### src/rtl/coeff_bank_loader_if.sv
// coeff_bank_loader_if: coefficient write channels, independent address and data valid/ready.
interface coeff_bank_loader_if #(parameter int AW = 32, parameter int DW = 32);
   logic [AW-1:0] filter_addr;
   logic          filter_addr_valid;
   logic          filter_addr_ready;
   logic [DW-1:0] filter_data;
   logic          filter_data_valid;
   logic          filter_data_ready;
   modport master (output filter_addr, filter_addr_valid, filter_data, filter_data_valid,
                   input  filter_addr_ready, filter_data_ready);
   modport slave  (input  filter_addr, filter_addr_valid, filter_data, filter_data_valid,
                   output filter_addr_ready, filter_data_ready);
endinterface

### src/rtl/coeff_bank_loader.sv
// coeff_bank_loader: double-buffered FIR coefficient store; shadow bank is loaded over
// the write channels and copied to the active bank on a vertical-sync rising edge.
module coeff_bank_loader #(
   parameter int TAPS        = 5,
   parameter int CW          = 16,
   parameter int AW          = 32,
   parameter int DW          = 32,
   parameter int COMMIT_MODE = 0
) (
   input  logic                     clk,
   input  logic                     rst_n,
   input  logic                     vs_i,
   coeff_bank_loader_if.slave       bus,
   output logic [TAPS*TAPS*CW-1:0]  coeff_o,
   output logic                     swap_o,
   output logic                     load_done_o,
   output logic                     addr_err_o
);
   localparam int N  = TAPS * TAPS;
   localparam int IW = N > 1 ? $clog2(N) : 1;
   localparam logic [1:0] EMPTY     = 2'b00;
   localparam logic [1:0] HAVE_ADDR = 2'b01;
   localparam logic [1:0] HAVE_DATA = 2'b10;
   localparam logic [1:0] BOTH      = 2'b11;

   logic [1:0]      state, state_n;
   logic [AW-1:0]   addr_q;
   logic [CW-1:0]   data_q;
   logic [N*CW-1:0] shadow;
   logic [N-1:0]    mask, mask_set;
   logic [IW-1:0]   idx;
   logic            vs_d, addr_hs, data_hs, commit, in_range, wr_en, swap;
   logic            unused_data;

   assign bus.filter_addr_ready = !state[0];
   assign bus.filter_data_ready = !state[1];
   assign addr_hs     = bus.filter_addr_valid & bus.filter_addr_ready;
   assign data_hs     = bus.filter_data_valid & bus.filter_data_ready;
   assign commit      = state == BOTH;
   assign in_range    = addr_q < AW'(N);
   assign wr_en       = commit & in_range;
   assign idx         = addr_q[IW-1:0];
   assign load_done_o = &mask;
   assign swap        = vs_i & !vs_d & (COMMIT_MODE == 0 || load_done_o);
   assign unused_data = ^bus.filter_data;

   // full flags double as the write FSM state; BOTH always commits and empties
   always_comb begin
      state_n  = commit ? EMPTY : state | {data_hs, addr_hs};
      mask_set = wr_en ? N'(1) << idx : '0;
   end

   always_ff @(posedge clk or negedge rst_n) begin
      if (!rst_n) begin
         state      <= EMPTY;
         addr_q     <= '0;
         data_q     <= '0;
         shadow     <= '0;
         coeff_o    <= '0;
         mask       <= '0;
         vs_d       <= 1'b0;
         swap_o     <= 1'b0;
         addr_err_o <= 1'b0;
      end else begin
         state  <= state_n;
         vs_d   <= vs_i;
         swap_o <= swap;
         if (addr_hs) addr_q <= bus.filter_addr;
         if (data_hs) data_q <= bus.filter_data[CW-1:0];
         if (wr_en) shadow[idx*CW +: CW] <= data_q;
         if (swap) coeff_o <= shadow;
         // a write on the swap edge counts toward the next load; errors set over clear
         mask       <= (swap ? '0 : mask) | mask_set;
         addr_err_o <= (addr_err_o & !swap) | (commit & !in_range);
      end
   end
endmodule
### src/flat_wrapper.sv
// flat-port wrapper written by rule: the top's interface ports become plain ports
module coeff_bank_loader_flat 
#(
   parameter int TAPS        = 5,
   parameter int CW          = 16,
   parameter int AW          = 32,
   parameter int DW          = 32,
   parameter int COMMIT_MODE = 0
)
  (clk, rst_n, vs_i, coeff_o, swap_o, load_done_o, addr_err_o, bus_filter_addr, bus_filter_addr_valid, bus_filter_data, bus_filter_data_valid, bus_filter_addr_ready, bus_filter_data_ready);
  coeff_bank_loader_if #(.AW(AW), .DW(DW)) bus_i ();
  input  logic clk;
  input  logic rst_n;
  input  logic vs_i;
  output logic [TAPS*TAPS*CW-1:0] coeff_o;
  output logic swap_o;
  output logic load_done_o;
  output logic addr_err_o;
  input wire logic [$bits(bus_i.filter_addr)-1:0] bus_filter_addr;
  input wire logic [$bits(bus_i.filter_addr_valid)-1:0] bus_filter_addr_valid;
  input wire logic [$bits(bus_i.filter_data)-1:0] bus_filter_data;
  input wire logic [$bits(bus_i.filter_data_valid)-1:0] bus_filter_data_valid;
  output wire logic [$bits(bus_i.filter_addr_ready)-1:0] bus_filter_addr_ready;
  output wire logic [$bits(bus_i.filter_data_ready)-1:0] bus_filter_data_ready;
  assign bus_i.filter_addr = bus_filter_addr;
  assign bus_i.filter_addr_valid = bus_filter_addr_valid;
  assign bus_i.filter_data = bus_filter_data;
  assign bus_i.filter_data_valid = bus_filter_data_valid;
  assign bus_filter_addr_ready = bus_i.filter_addr_ready;
  assign bus_filter_data_ready = bus_i.filter_data_ready;
  coeff_bank_loader #(.TAPS(TAPS), .CW(CW), .AW(AW), .DW(DW), .COMMIT_MODE(COMMIT_MODE)) u_core (.clk(clk), .rst_n(rst_n), .vs_i(vs_i), .bus(bus_i), .coeff_o(coeff_o), .swap_o(swap_o), .load_done_o(load_done_o), .addr_err_o(addr_err_o));
endmodule
### config.mk
export PLATFORM = sky130hd
export DESIGN_NAME = coeff_bank_loader_flat
export DESIGN_NICKNAME = d
export VERILOG_FILES = /design/src/rtl/coeff_bank_loader_if.sv /design/src/rtl/coeff_bank_loader.sv /design/src/flat_wrapper.sv
export SDC_FILE = /design/constraint.sdc
export NUM_CORES = 1
export LEC_CHECK = 0
export CORE_ASPECT_RATIO = 1.25
export CORE_MARGIN = 2
export CORE_UTILIZATION = 50
export CTS_CLUSTER_DIAMETER = 50
export DETAILED_ROUTE_END_ITERATION = 8
export PLACE_DENSITY_LB_ADDON = 0.3
export RECOVER_POWER = 50
export SYNTH_ARGS = -nofsm -noshare
export SYNTH_HDL_FRONTEND = slang
export SYNTH_SLANG_ARGS = --single-unit
### constraint.sdc
create_clock -name clk -period 3 [get_ports clk]
set_input_delay 0.6 -clock clk [delete_from_list [all_inputs] [get_ports clk]]
set_output_delay 0.6 -clock clk [all_outputs]
set_load 0.05 [all_outputs]
==> results.toml <==
[setup_path]
critPathRequiredTime_ps = 2400
regToRegSetupSlack_ps = 130
cp-end-kind = "output port"
crit_family = "simple AND/OR/NAND/NOR gates"
cp_cell_sequence = "nand4_1, or4_1, nor4_4, buf_6"
arrival_ps = 2340
r2r-start = "u_core.addr_q[1]"
critPathCapture = "load_done_o"
cp_max_fo = 2
slowest_delay_ps = 580
path_class = "register to output port"
critPathLaunchType = "register"
r2r-end = "u_core.shadow[248]"
crit_buf_inv = 1
worst_path_max_delay_cell = "or4_1"
cp.depth = 4
reg2reg_depth = 8
cp-startpoint = "u_core.mask[15]"

[floorplanning]
die_w_um = 239
rows = 107
core_um2 = 68300
dieArea_um2 = 71300
pin_count = 474
initial_utilization_pct = 50.7
die_h_um = 298

[timing]
fmax_mhz = 341
slew_headroom_pct = -36.8
fin_tns_setup_ps = 0
period_needed_ps = 2940
setup_viol = 0
finalMaxSlewViolations = 64
hold_violations = 0
rsz0062_at_grt = "no"
tightest_slew_ps = 2050
finClkSkew_ps = 19.6
timing.final.crit_share_pct = 97.9

[clock_tree]
cts_sinks = 878
clock_latency_ps = 640
postCtsSetupRepairBufs = 0
clkTransAtPathRegs_ps = 60
cts_tree = "yes"
cts_made_buffers = 86
cts_max_level = 3
root_buffer = "clkbuf_16"
clock_path_buffers = 3

[cells_and_area]
areaGrowthSynthToFinish_pct = 26.0
drive_above_1_share_pct = 11.5
fill_cells = 5490
multiInputGateArea_um2 = 11500
nets = 4001
final_util_pct = 63.8
seqCellArea_um2 = 22000
fin_cells = 4873

[global_routing]
met3_usage_pct = 6.27
grt.total_usage_pct = 30.6
met2_usage_pct = 48.4
antenna_found_initial = 12
grt_busiest_layer = "met2"
use_met1_pct = 40.4
grt_pass1_wl_um = 164000
grt_overflow = 0
grt_max_degree = 150
grt_pass1_vias = 26700

[route]
drt_iter0_markers = 2270
vias_per_cell = 5.55
ant_nets = 0
num_vias = 27000
wl_per_cell_um = 22.2
drtPass1Iterations = 6
drc_errors = 0
routed_wl_um = 108000

[logic_synthesis]
synth-edff-count = 0
synth.area.top_cells = "dfrtp_1, nand2_1, o21ai_0"
synth_top_flop_cell = "dfrtp_1"
synth_top_area_share_pct = 63.5
syn_nets = 3525
async_reset_ff_share_pct = 100
yosysWarnings = 0
syn-mean-instance-area_um2 = 10.0
synth-seq-cells = 878
syn_area_um2 = 34600
yosys.cell_types.count = 50
synth_largest_area_cell = "dfrtp_1"
synth.most_common_cell = "nand2_1"
ys_seq_area_share_pct = 63.5
synthTopCellsByCount = "nand2_1, dfrtp_1, o21ai_0, clkbuf_1, mux2_2"
synthCells = 3448

[pwr]
p_seq_share_pct = 41.3
leakage_nw = 21.5
powerDensity_nw_per_um2 = 704
power.internal_w = 0.0203
ir_drop_uv = 557
pwr-share-clk_pct = 36.0
power_switching_w = 0.0104
swShare_pct = 33.8
p_comb_share_pct = 22.8

[placed_design]
numPortBuffers = 457
place_inst = 4707
routabilityCongestion = 0.860
hpwl_um = 73500

[outcome]
outcome = "finished, violations left"
violations = "max-capacitance violations, max-slew violations"

[hold_path]
hp-class = "register to register"

[flow_run]
drv_cap = 1
==> worst min path at each step <==
stage | slack [ps] | depth (start not counted) | startpoint | endpoint
floorplan | 300 | 0 | rst_n | u_core.addr_err_o
global placement | 440 | 2 | u_core.shadow[93] | u_core.coeff_o[93]
detailed placement | 440 | 2 | u_core.shadow[19] | u_core.coeff_o[19]
CTS | 460 | 2 | u_core.shadow[284] | u_core.coeff_o[284]
global route | 470 | 2 | u_core.shadow[352] | u_core.coeff_o[352]
finish | 450 | 2 | u_core.shadow[284] | u_core.coeff_o[284]
==> layer usage <==
| layer | routed length [um] | up-vias |
|---|---|---|
| met5 | 55 | - |
| met1 | 42900 | 13500 |
| li1 | - | 12200 |
| met4 | 5410 | 8 |
| met3 | 8160 | 252 |
| met2 | 51600 | 1100 |
==> per-stage QoR <==
step / setup slack, ps / total power, W / instance area [um2] / hold slack [ps]
2_1_floorplan: 65.8 / 0.0159 / 34600 / 304
3_3_place_gp: 188 / 0.0198 / 40900 / 441
5_1_grt: 23.4 / 0.0318 / 43600 / 474
3_5_place_dp: 112 / 0.0198 / 40900 / 444
4_1_cts: 4.23 / 0.0308 / 43800 / 459
6_report: 63.4 / 0.0307 / 43600 / 454
==> power groups by stage <==
stage	registers (W)	logic (W)	clock network [W]
5_1_grt	0.0127	0.00735	0.0117
6_report	0.0127	0.00699	0.0110
3_3_place_gp	0.0129	0.00690	0
2_1_floorplan	0.0127	0.00324	0
4_1_cts	0.0127	0.00697	0.0112
3_5_place_dp	0.0129	0.00693	0
==> repair_timing <==
item                                   4_1_cts  5_1_grt
gates cloned                                 0        0
hold buffers                                 1        0
endpoints found under the hold margin       54        0
setup endpoints to repair                    1       25
resized for setup                            1        5
pin swaps                                    0        1
==> logic make-up after synthesis <==
| group | after synthesis | synth area share (%) |
|---|---|---|
| AOI/OAI and AO/OA | 519 | 7.70 |
| xor gates and xnor gates | 3 | 0.130 |
| adders and majority gates | 8 | 0.289 |
| buffers and inverters | 293 | 3.42 |
| DFF | 878 | 63.5 |
| muxes | 221 | 6.97 |
| and+or+nand+nor | 1526 | 18.0 |
==> worst register-to-register path: stages, from the launching register on <==
cell and delay [ps]:
dfrtp_1 350, inv_1 90, ha_2 210, or4b_1 360, buf_4 300, and2_1 820
nand2_1 220, nor4_1 330, a21o_1 120
==> sequential cells by signal, summed over array words and instances, names as in the netlist <==
signal	cells
u_core.coeff_o	400
u_core.swap_o	1
u_core.addr_err_o	1
u_core.mask	25
u_core.state	2
u_core.data_q	16
u_core.shadow	400
u_core.vs_d	1
u_core.addr_q	32
==> cell type report <==
class	instances	area share (%)
Clock inverter	38	0.996
Timing Repair Buffer	610	13.4
Sequential cell	878	50.4
Antenna cell	7	0.0402
Multi-Input combinational cell	2277	26.4
Clock buffer	120	5.64
Tap cell	872	2.50
Inverter	71	0.629
==> cells in the final DEF (no fill, tap or decap), drive strengths merged, types with 2 or more instances in the layout <==
cell type,instances
a21o,20
a21oi,3
and2,20
and3,15
and4,2
buf,125
bufinv,6
clkbuf,148
clkdlybuf4s50,454
clkinv,23
clkinvlp,4
dfrtp,878
diode,7
dlygate4sd3,2
ha,8
inv,76
mux2,160
mux2i,61
nand2,1276
nand2b,4
nand3,41
nand4,20
nor2,79
nor2b,7
nor3,18
nor4,28
nor4b,2
o21ai,493
or2,5
or3,2
or4,2
xnor2,2
(Power assumes the default switching activity.)
